File: src/rtl/elevator_pkg.sv
// Shared types and encodings for the N-floor elevator controller.
package elevator_pkg;

    typedef enum logic [1:0] {
        IDLE      = 2'd0,
        MOVE_UP   = 2'd1,
        MOVE_DOWN = 2'd2,
        DOOR      = 2'd3
    } state_t;

    typedef enum logic {
        DIR_UP   = 1'b0,
        DIR_DOWN = 1'b1
    } dir_t;

    localparam logic [1:0] ENG_STOP = 2'b00;
    localparam logic [1:0] ENG_UP   = 2'b01;
    localparam logic [1:0] ENG_DOWN = 2'b10;

endpackage

File: src/rtl/elevator_occupancy.sv
// Occupant counter: rising-edge detect on up/down, saturating count and
// over-capacity alarm, both registered.
module elevator_occupancy #(
    parameter int CAPACITY = 6,
    parameter int CNT_W    = 3
) (
    input  logic             clk,
    input  logic             reset,
    input  logic             en,
    input  logic             up,
    input  logic             down,
    output logic [CNT_W-1:0] count,
    output logic             alarm
);

    localparam logic [CNT_W-1:0] CNT_MAX  = CNT_W'(CAPACITY + 1);
    localparam logic [CNT_W-1:0] CNT_CAP  = CNT_W'(CAPACITY);
    localparam logic [CNT_W-1:0] CNT_ONE  = CNT_W'(1);
    localparam logic [CNT_W-1:0] CNT_ZERO = CNT_W'(0);

    logic             up_prev_q;
    logic             down_prev_q;
    logic             up_edge_s;
    logic             down_edge_s;
    logic [CNT_W-1:0] count_q;
    logic [CNT_W-1:0] count_d;
    logic             alarm_q;
    logic             alarm_d;

    // Next count and alarm; simultaneous edges cancel out.
    always_comb begin
        up_edge_s   = up & ~up_prev_q;
        down_edge_s = down & ~down_prev_q;
        count_d     = count_q;
        if (en && up_edge_s && !down_edge_s) begin
            if (count_q != CNT_MAX) begin
                count_d = count_q + CNT_ONE;
            end else begin
                count_d = count_q;
            end
        end else if (en && down_edge_s && !up_edge_s) begin
            if (count_q != CNT_ZERO) begin
                count_d = count_q - CNT_ONE;
            end else begin
                count_d = count_q;
            end
        end else begin
            count_d = count_q;
        end
        alarm_d = (count_d > CNT_CAP);
    end

    // Edge history, counter and alarm registers.
    always_ff @(posedge clk or negedge reset) begin
        if (!reset) begin
            up_prev_q   <= 1'b0;
            down_prev_q <= 1'b0;
            count_q     <= CNT_ZERO;
            alarm_q     <= 1'b0;
        end else begin
            up_prev_q   <= up;
            down_prev_q <= down;
            count_q     <= count_d;
            alarm_q     <= alarm_d;
        end
    end

    assign count = count_q;
    assign alarm = alarm_q;

endmodule

File: src/rtl/elevator_ctrl_n.sv
// N-floor elevator controller: call latch, SCAN scheduling FSM, door dwell
// timer and occupancy tracking. Timing advances only on tick.
module elevator_ctrl_n
    import elevator_pkg::*;
#(
    parameter int FLOORS       = 3,
    parameter int FLOOR_W      = 2,
    parameter int CAPACITY     = 6,
    parameter int CNT_W        = 3,
    parameter int TRAVEL_TICKS = 2,
    parameter int DOOR_TICKS   = 3
) (
    input  logic               clk,
    input  logic               reset,
    input  logic               tick,
    input  logic [FLOORS-1:0]  call_hall,
    input  logic [FLOORS-1:0]  call_cab,
    input  logic               up,
    input  logic               down,
    output logic [FLOOR_W-1:0] floor,
    output logic [1:0]         engine,
    output logic               door_open,
    output logic               alarm,
    output logic [CNT_W-1:0]   count,
    output logic [FLOORS-1:0]  pending
);

    localparam int TRV_W  = $clog2(TRAVEL_TICKS + 1);
    localparam int DOOR_W = $clog2(DOOR_TICKS + 1);

    localparam logic [TRV_W-1:0]   TRV_LOAD   = TRV_W'(TRAVEL_TICKS);
    localparam logic [TRV_W-1:0]   TRV_ONE    = TRV_W'(1);
    localparam logic [DOOR_W-1:0]  DOOR_LOAD  = DOOR_W'(DOOR_TICKS);
    localparam logic [DOOR_W-1:0]  DOOR_ONE   = DOOR_W'(1);
    localparam logic [FLOOR_W-1:0] FLOOR_TOP  = FLOOR_W'(FLOORS - 1);
    localparam logic [FLOOR_W-1:0] FLOOR_ONE  = FLOOR_W'(1);
    localparam logic [FLOOR_W-1:0] FLOOR_ZERO = FLOOR_W'(0);

    state_t              state_q, state_d;
    dir_t                dir_q, dir_d;
    logic [FLOOR_W-1:0]  floor_q, floor_d;
    logic [1:0]          engine_q, engine_d;
    logic                door_q, door_d;
    logic [FLOORS-1:0]   pending_q, pending_d;
    logic [TRV_W-1:0]    travel_q, travel_d;
    logic [DOOR_W-1:0]   door_t_q, door_t_d;
    logic [FLOORS-1:0]   calls_s;
    logic [FLOORS-1:0]   clr_s;
    logic                going_up_s;
    logic                at_end_s;
    logic                alarm_s;

    function automatic logic any_above(input logic [FLOORS-1:0] p, input logic [FLOOR_W-1:0] f);
        logic r;
        r = 1'b0;
        for (int i = 0; i < FLOORS; i++) begin
            if (p[i] && (FLOOR_W'(i) > f)) begin
                r = 1'b1;
            end else begin
                r = r;
            end
        end
        return r;
    endfunction

    function automatic logic any_below(input logic [FLOORS-1:0] p, input logic [FLOOR_W-1:0] f);
        logic r;
        r = 1'b0;
        for (int i = 0; i < FLOORS; i++) begin
            if (p[i] && (FLOOR_W'(i) < f)) begin
                r = 1'b1;
            end else begin
                r = r;
            end
        end
        return r;
    endfunction

    function automatic logic [FLOORS-1:0] onehot(input logic [FLOOR_W-1:0] f);
        logic [FLOORS-1:0] r;
        r    = {FLOORS{1'b0}};
        r[f] = 1'b1;
        return r;
    endfunction

    elevator_occupancy #(
        .CAPACITY (CAPACITY),
        .CNT_W    (CNT_W)
    ) u_occupancy (
        .clk   (clk),
        .reset (reset),
        .en    (door_q),
        .up    (up),
        .down  (down),
        .count (count),
        .alarm (alarm_s)
    );

    // Scheduler, timers and call latch next-state logic.
    always_comb begin
        state_d    = state_q;
        dir_d      = dir_q;
        floor_d    = floor_q;
        engine_d   = engine_q;
        door_d     = door_q;
        travel_d   = travel_q;
        door_t_d   = door_t_q;
        clr_s      = {FLOORS{1'b0}};
        calls_s    = call_hall | call_cab;
        going_up_s = (state_q == MOVE_UP);
        at_end_s   = going_up_s ? (floor_q == FLOOR_TOP) : (floor_q == FLOOR_ZERO);
        case (state_q)
            IDLE: begin
                engine_d = ENG_STOP;
                door_d   = 1'b0;
                if (!tick) begin
                    state_d = IDLE;
                end else if (pending_q[floor_q]) begin
                    state_d  = DOOR;
                    clr_s    = onehot(floor_q);
                    door_d   = 1'b1;
                    door_t_d = DOOR_LOAD;
                end else if (any_above(pending_q, floor_q) &&
                             (dir_q == DIR_UP || !any_below(pending_q, floor_q))) begin
                    state_d  = MOVE_UP;
                    dir_d    = DIR_UP;
                    engine_d = ENG_UP;
                    travel_d = TRV_LOAD;
                end else if (any_below(pending_q, floor_q)) begin
                    state_d  = MOVE_DOWN;
                    dir_d    = DIR_DOWN;
                    engine_d = ENG_DOWN;
                    travel_d = TRV_LOAD;
                end else begin
                    state_d = IDLE;
                end
            end
            MOVE_UP, MOVE_DOWN: begin
                if (!tick) begin
                    state_d = state_q;
                end else if (at_end_s) begin
                    // Defensive: never drive past the shaft ends.
                    state_d  = IDLE;
                    engine_d = ENG_STOP;
                end else if (travel_q > TRV_ONE) begin
                    travel_d = travel_q - TRV_ONE;
                end else begin
                    floor_d  = going_up_s ? (floor_q + FLOOR_ONE) : (floor_q - FLOOR_ONE);
                    travel_d = TRV_LOAD;
                    if (pending_q[floor_d]) begin
                        state_d  = DOOR;
                        clr_s    = onehot(floor_d);
                        engine_d = ENG_STOP;
                        door_d   = 1'b1;
                        door_t_d = DOOR_LOAD;
                    end else if (going_up_s ? any_above(pending_q, floor_d)
                                            : any_below(pending_q, floor_d)) begin
                        state_d = state_q;
                    end else begin
                        state_d  = IDLE;
                        engine_d = ENG_STOP;
                    end
                end
            end
            DOOR: begin
                engine_d = ENG_STOP;
                door_d   = 1'b1;
                clr_s    = onehot(floor_q);
                if (calls_s[floor_q]) begin
                    door_t_d = DOOR_LOAD;
                end else if (!tick) begin
                    door_t_d = door_t_q;
                end else if (door_t_q > DOOR_ONE) begin
                    door_t_d = door_t_q - DOOR_ONE;
                end else begin
                    // Over-capacity parks the timer at zero and keeps the door open.
                    door_t_d = {DOOR_W{1'b0}};
                    if (!alarm_s) begin
                        state_d = IDLE;
                        door_d  = 1'b0;
                    end else begin
                        state_d = DOOR;
                    end
                end
            end
            default: begin
                state_d  = IDLE;
                engine_d = ENG_STOP;
                door_d   = 1'b0;
            end
        endcase
        pending_d = (pending_q | calls_s) & ~clr_s;
    end

    // Controller state and registered outputs.
    always_ff @(posedge clk or negedge reset) begin
        if (!reset) begin
            state_q   <= IDLE;
            dir_q     <= DIR_UP;
            floor_q   <= FLOOR_ZERO;
            engine_q  <= ENG_STOP;
            door_q    <= 1'b0;
            pending_q <= {FLOORS{1'b0}};
            travel_q  <= {TRV_W{1'b0}};
            door_t_q  <= {DOOR_W{1'b0}};
        end else begin
            state_q   <= state_d;
            dir_q     <= dir_d;
            floor_q   <= floor_d;
            engine_q  <= engine_d;
            door_q    <= door_d;
            pending_q <= pending_d;
            travel_q  <= travel_d;
            door_t_q  <= door_t_d;
        end
    end

    assign floor     = floor_q;
    assign engine    = engine_q;
    assign door_open = door_q;
    assign pending   = pending_q;
    assign alarm     = alarm_s;

endmodule

File: config.mk
export PLATFORM = sky130hd
export DESIGN_NAME = elevator_ctrl_n
export DESIGN_NICKNAME = d
export VERILOG_FILES = /design/src/rtl/elevator_pkg.sv /design/src/rtl/elevator_occupancy.sv /design/src/rtl/elevator_ctrl_n.sv
export SDC_FILE = /design/constraint.sdc
export NUM_CORES = 1
export LEC_CHECK = 0
export CORE_MARGIN = 3
export CORE_UTILIZATION = 40
export DETAILED_ROUTE_END_ITERATION = 6
export DONT_BUFFER_PORTS = 1
export PLACE_DENSITY = 0.65
export SYNTH_ARGS = -nofsm -noshare
export SYNTH_HDL_FRONTEND = slang
export SYNTH_SLANG_ARGS = --single-unit
File: constraint.sdc
create_clock -name clk -period 3.7 [get_ports clk]
set_input_delay 0.74 -clock clk [delete_from_list [all_inputs] [get_ports clk]]
set_output_delay 0.74 -clock clk [all_outputs]
set_load 0.02 [all_outputs]
==> Yosys cells after proc, flatten, opt, wreduce, memory -nomap -nowiden <==
Index checks and enable logic that the tools add are counted.
{ "classes": {"bitwise_logic": 12, "order_cmp": 19, "eq_ne": 19, "reduce_logical": 36, "addsub": 6, "mux": 108, "mul": 0, "n_shift": 0, "n_div": 0} }
{ "ops": {"columns": ["cell", "n"], "rows": [
  ["2-to-1 mux 2 bit", 36],
  ["2-to-1 mux 1 bit", 51],
  ["2-to-1 mux 3 bit", 10],
  ["inequality test 2 bit (second input constant)", 10],
  ["logical AND 1 bit", 19],
  ["one-hot mux 2 bit (3 select lines)", 3],
  ["inequality test 3 bit (second input constant)", 4],
  ["AND reduction 4 bit", 3],
  ["AND reduction 6 bit", 2],
  ["one-hot mux 3 bit (3 select lines)", 1],
  ["> comparator 1 x 2 -> 1 bit (first input constant)", 4],
  ["< comparator 1 x 2 -> 1 bit (first input constant)", 4],
  ["AND reduction 7 bit", 1],
  ["binary-select mux 1 bit (select 2 bit)", 3],
  ["== test 2 bit (second input constant)", 3],
  ["< comparator 2 x 3 -> 1 bit (second input constant)", 2],
  ["inverter 1 bit", 6],
  ["bitwise OR 3 bit", 2],
  ["subtractor 2 x 1 -> 2 bit (second input constant)", 3],
  ["demux 1 bit (select 2 bit)", 2],
  ["greater-or-equal comparator 2 x 1 -> 1 bit (second input constant)", 2],
  ["> comparator 2 x 1 -> 1 bit (second input constant)", 2],
  ["> comparator 2 bit (first input constant)", 2],
  ["logical NOT 2 bit", 2],
  ["other kinds (18)", 23]
]} }
{ "totals": {"memories": 0, "ramBits": 0, "inputBits": 11, "elab_cells": 212, "reg_bits": 21, "romBits": 0, "output_inout_bits": 12, "latchBits": 0} }

==> Longest topological paths before layout <==
{ "logic_depth": {"word_depth": 20, "depth_mapped": 8, "depth_no_buf": 7} }

==> Hierarchy <==
From an unflattened synthesis, not the netlist that was laid out.
{ "hier_totals": {"hier_cells": 172, "area_unflattened_um2": 1595.3} }
{ "modules_own_cells": {"columns": ["mod", "cells_each", "seq_area_each_um2", "area_per_inst_um2", "instances"], "rows": [
  ["elevator_ctrl_n", 139, 375.4, 1227.4, 1],
  ["elevator_occupancy", 33, 150.1, 367.9, 1]
]} }

==> Worst setup path before layout <==
OpenSTA, ideal clock, no wires.
{ "synth_timing": {"path_type": "reg-to-reg", "from": "register floor_q[0], in the netlist floor[0]", "to": "register state_q[1]", "required_time_ns": 3.575, "slack_ns": 1.366, "path_buffers": 1, "setup_time_ns": 0.125, "synth_period_minus_slack_ns": 2.334, "path_stages_with_launch": 9, "t_arrival_ns": 2.209, "path_cell_list": "dfrtp_1 buf_6 inv_2 ha_1 xor2_2 mux2_4 o211ai_1 nand2_1 mux2_2"} }
{ "synth_between": {"elab_chain_cells": 15, "elab_cells_between_ends": 85, "cone_classes": "add/sub: 2; order compare: 12; eq/ne: 4; mux: 50; reduce/logical: 17"} }
{ "synth_lines": {"columns": ["item", "line_no", "source"], "rows": [
  ["start, declared", "elevator_ctrl_n.sv:41", "logic [FLOOR_W-1:0] floor_q, floor_d;"],
  ["start signal, assigned", "elevator_ctrl_n.sv:209", "floor_q <= floor_d;"],
  ["subtractor 2 x 1 -> 2 bit, or another cell as far along", "elevator_ctrl_n.sv:148", "floor_d = going_up_s ? (floor_q + FLOOR_ONE) : (floor_q - FLOOR_ONE);"],
  ["2-to-1 mux 2 bit or logical AND 1 bit (tied branches)", "elevator_ctrl_n.sv:148, elevator_ctrl_n.sv:70", null],
  ["< comparator 1 x 2 -> 1 bit, or another cell as far along", "elevator_ctrl_n.sv:70", "if (p[i] && (FLOOR_W'(i) < f)) begin"],
  ["logical AND 1 bit, or another cell as far along", "elevator_ctrl_n.sv:70", null],
  ["2-to-1 mux 1 bit (on tied branches)", "elevator_ctrl_n.sv:70, elevator_ctrl_n.sv:57", null],
  ["2-to-1 mux 1 bit (on tied branches)", "elevator_ctrl_n.sv:70, elevator_ctrl_n.sv:57, elevator_ctrl_n.sv:118", null],
  ["2-to-1 mux 1 bit (on tied branches)", "elevator_ctrl_n.sv:70, elevator_ctrl_n.sv:57, elevator_ctrl_n.sv:116", null],
  ["2-to-1 mux 1 bit (on tied branches)", "elevator_ctrl_n.sv:150, elevator_ctrl_n.sv:112", null],
  ["2-to-1 mux 1 bit or logical NOT 1 bit (tied branches)", "elevator_ctrl_n.sv:145, elevator_ctrl_n.sv:124", null],
  ["2-to-1 mux 1 bit or logical OR 1 bit (tied branches)", "elevator_ctrl_n.sv:141, elevator_ctrl_n.sv:124", null],
  ["2-to-1 mux 1 bit or logical AND 1 bit (tied branches)", "elevator_ctrl_n.sv:139, elevator_ctrl_n.sv:123", null],
  ["2-to-1 mux 1 bit or 2-to-1 mux 2 bit (tied branches)", "elevator_ctrl_n.sv:112, elevator_ctrl_n.sv:123", null],
  ["2-to-1 mux 1 bit or 2-to-1 mux 2 bit (tied branches)", "elevator_ctrl_n.sv:156, elevator_ctrl_n.sv:118", null],
  ["inequality test 4 bit (no line) or 2-to-1 mux 2 bit (tied branches)", null, null],
  ["AND reduction 6 bit (no line) or one-hot mux 2 bit (3 select lines) (tied branches)", null, null],
  ["end signal, assigned", "elevator_ctrl_n.sv:207", "state_q <= state_d;"],
  ["end, declared", "elevator_ctrl_n.sv:39", "state_t state_q, state_d;"]
]} }
Parallel ways exist; a longest one is shown, timed or not. The select of a mux whose other input is x is not followed.
A chain may end at the register's enable or synchronous reset.

==> Worst setup path in the final report <==
Same ends and word-level chain as after synthesis.

==> impl_metrics.csv <==
group,metric,value,unit
min_path,hold_class,"in -> async",
worst_setup_path,worstSetupPathType,"reg -> reg",
floorplanning,num_rows,22,
timing,fin_tns_setup,0,ns
timing,fmax,379,MHz
timing,worstMarginPinSlew,0.649,ns
global_routing,grt_util_all_layers,0.153,
place,gp_congestion,0.862,
drt,drt_first_pass_iters,4,
worst_setup_path,worst_r2r_path_depth,7,
logic_synthesis,yosysWarnings,0,
final_layout,utilization,0.451,
clock_network,cts_tree,"yes",
worst_setup_path,cp-start-kind,"flip-flop",
power_and_ir_drop,finalPower,1.76,mW
logic_synthesis,synthArstFlopShare,1.00,
clock_network,clock_latency,0.27,ns
floorplanning,initial_core_util,0.432,
timing,post-route-period-util,0.713,
logic_synthesis,synthesis.area,1650,µm²
place,portBuffers,0,
logic_synthesis,synth_cells,170,
worst_setup_path,crit_arrival,2.79,ns
logic_synthesis,ys_ff_latch,21,
drt,remaining_drc_errors,0,
drt,drt.antenna.violating_nets,0,
final_layout,n_antenna_cell,0,
logic_synthesis,avgSynthCellArea,9.73,µm²
worst_setup_path,cp_cell_sequence,"inv_2, ha_1, xor2_2, mux2_4, o211ai_1, nand2_1, mux2_2",
global_routing,grt_pass1_vias,1307,
worst_setup_path,r2r_slack,1.06,ns
final_layout,final_common_cell,"dfrtp_1",
timing,setup_viol,0,
logic_synthesis,yosysSeqAreaShare,0.318,
clock_network,ctsHoldBuffers,0,
clock_network,cts-root-buf,"clkbuf_8",
logic_synthesis,synth-edff-count,0,
worst_setup_path,cp.required,3.85,ns
worst_setup_path,critPathCaptureType,"flip-flop",
power_and_ir_drop,power_density,1020,nW/µm²
place,dp.cells,213,
final_layout,area_growth,4.39,%
drt,wirelength,3.55,mm
timing,slew_headroom,0.567,
place,dp_slack,1.07,ns
timing,slew_violations,0,
timing,timing.final.ws_setup,1.06,ns
floorplanning,core,3830,µm²
logic_synthesis,synth_cell_type_count,51,
place,dp_hpwl,2.83,mm
drt,vias,1286,
worst_setup_path,r2r_end,"state_q[1]",
clock_network,numClockSinks,21,
power_and_ir_drop,p_leak,0.718,nW
worst_setup_path,timing.rr.start,"floor[0]",
clock_network,cts_max_level,1,
global_routing,grt_remaining_overflow,0,
floorplanning,die_area,4940,µm²
clock_network,cts_setup_buffers,0,
timing,skew,0.00582,ns
worst_setup_path,slowest_stage,"dfrtp_1",
final_layout,instances_no_fill,217,
drt,wl_per_cell,16.4,µm
floorplanning,die_height,70.3,µm
drt,viasPerCell,5.93,
job,maxCapViolations,0,
final_layout,finalNetCount,194,
drt,drtIter0Drc,56,
timing,post-route-min-period,2.64,ns
clock_network,postCtsResizedCells,0,
run_status,status,"completed",
timing,hold_viol,0,
floorplanning,die_w,70.3,µm
worst_setup_path,crit_fanout,15,
power_and_ir_drop,irDropWorstVdd,544,µV
timing,rsz0062_at_grt,"false",
logic_synthesis,syn-num-nets,194,
clock_network,cts_buffers,3,
floorplanning,io_pins,23,
worst_setup_path,slowest_delay,0.76,ns
final_layout,layout_common_cells,"dfrtp_1 (21), nand2_1 (15), ha_1 (13)",
final_layout,drive_gt1_frac,0.148,
global_routing,antenna_found_initial,0,
clock_network,clock_path_buffers,2,
global_routing,grt_pass1_wl,6.15,mm
logic_synthesis,synth-main-ff-cell,"dfrtp_1",
clock_network,cts.reportedPaths.clkPinSlew,0.08,ns
global_routing,grt_max_degree,22,
-- report_power, final --
group	internal, mW	switching, mW
Sequential	0.317	0.221
Combinational	0.478	0.592
Clock	0.0761	0.0769
-- cell families after synthesis --
| kind of cell | synth area share |
|---|---|
| AOI/OAI and AO/OA | 0.222 |
| xor gates and xnor gates | 0.0151 |
| adders and majority gates | 0.0983 |
| buffers and inverters | 0.0560 |
| DFF | 0.318 |
| muxes | 0.110 |
| and+or+nand+nor | 0.180 |
-- critical path, delay by kind of cell, from the launching register on --
family | cells | cell delay (ns)
flip-flops | 1 | 0.76
multiplexers | 2 | 0.62
adder cells (fa/ha/maj) | 1 | 0.42
XOR/XNOR | 1 | 0.28
AO/OA/AOI/OAI | 1 | 0.22
buffers and inverters | 1 | 0.14
AND/OR/NAND/NOR | 1 | 0.07
-- layout make-up --
class,instances,area (µm²)
fill,349,2100
clock inverter,1,7.51
sequential,21,526
inverter,15,56.3
tap,48,60.1
clock buffer,3,41.3
multi-input combinational,129,1040
-- routing by layer --
layer | wire length [µm] | global-route usage | up-vias | share of wire
li1 | - | - | 617 | -
met1 | 1570 | 0.201 | 621 | 0.44
met2 | 1710 | 0.242 | 42 | 0.48
met3 | 228 | 0.0518 | 6 | 0.064
met4 | 40 | 0.0383 | 0 | 0.011
met5 | 0 | 0 | - | 0
-- sequential cells by signal, indices dropped and copies added, names as in the netlist, 2 cells and up --
register           count
pending                3
state_q                2
travel_q               2
engine                 2
floor                  2
u_occupancy.count      3
door_t_q               2
-- worst max path at each step --
stage,slack [ns],startpoint,depth (start not counted),end
floorplan,1.37,floor[0],8,state_q[1]
global placement,1.15,floor[0],7,state_q[1]
detailed placement,1.07,floor[0],7,state_q[1]
CTS,1.07,floor[0],7,state_q[1]
global route,0.87,floor[0],7,state_q[1]
finish,1.06,floor[0],7,state_q[1]
-- Yosys cell counts, types with 2 or more instances --
| cell type | instances | area share |
|---|---|---|
| a211oi_1 | 4 | 0.018 |
| a21o_1 | 3 | 0.014 |
| a21oi_1 | 5 | 0.015 |
| a221oi_1 | 4 | 0.021 |
| and2_1 | 3 | 0.011 |
| buf_2 | 2 | 0.0061 |
| buf_6 | 2 | 0.014 |
| dfrtp_1 | 21 | 0.32 |
| ha_1 | 13 | 0.098 |
| inv_1 | 12 | 0.027 |
| inv_2 | 3 | 0.0068 |
| mux2_1 | 3 | 0.020 |
| mux2_2 | 6 | 0.041 |
| mux2i_1 | 3 | 0.018 |
| nand2_1 | 15 | 0.034 |
| nand2b_1 | 7 | 0.026 |
| nand3_1 | 5 | 0.015 |
| nand4_1 | 2 | 0.0076 |
| nor2_1 | 6 | 0.014 |
| nor2b_1 | 3 | 0.011 |
| nor3_1 | 7 | 0.021 |
| o2111ai_1 | 3 | 0.016 |
| o211ai_1 | 2 | 0.0091 |
| o21a_1 | 2 | 0.0091 |
| o21ai_0 | 5 | 0.015 |
| o22ai_1 | 2 | 0.0076 |
| o2bb2ai_1 | 2 | 0.011 |
| o311ai_0 | 2 | 0.011 |
-- stage by stage --
step,hold slack (ns),area [µm²]
4_1_cts,0.154,1730
2_1_floorplan,0.444,1650
5_1_grt,0.143,1730
3_3_place_gp,0.445,1680
6_report,0.159,1730
3_5_place_dp,0.445,1680
Note: power is estimated with default switching activity, not from simulation.
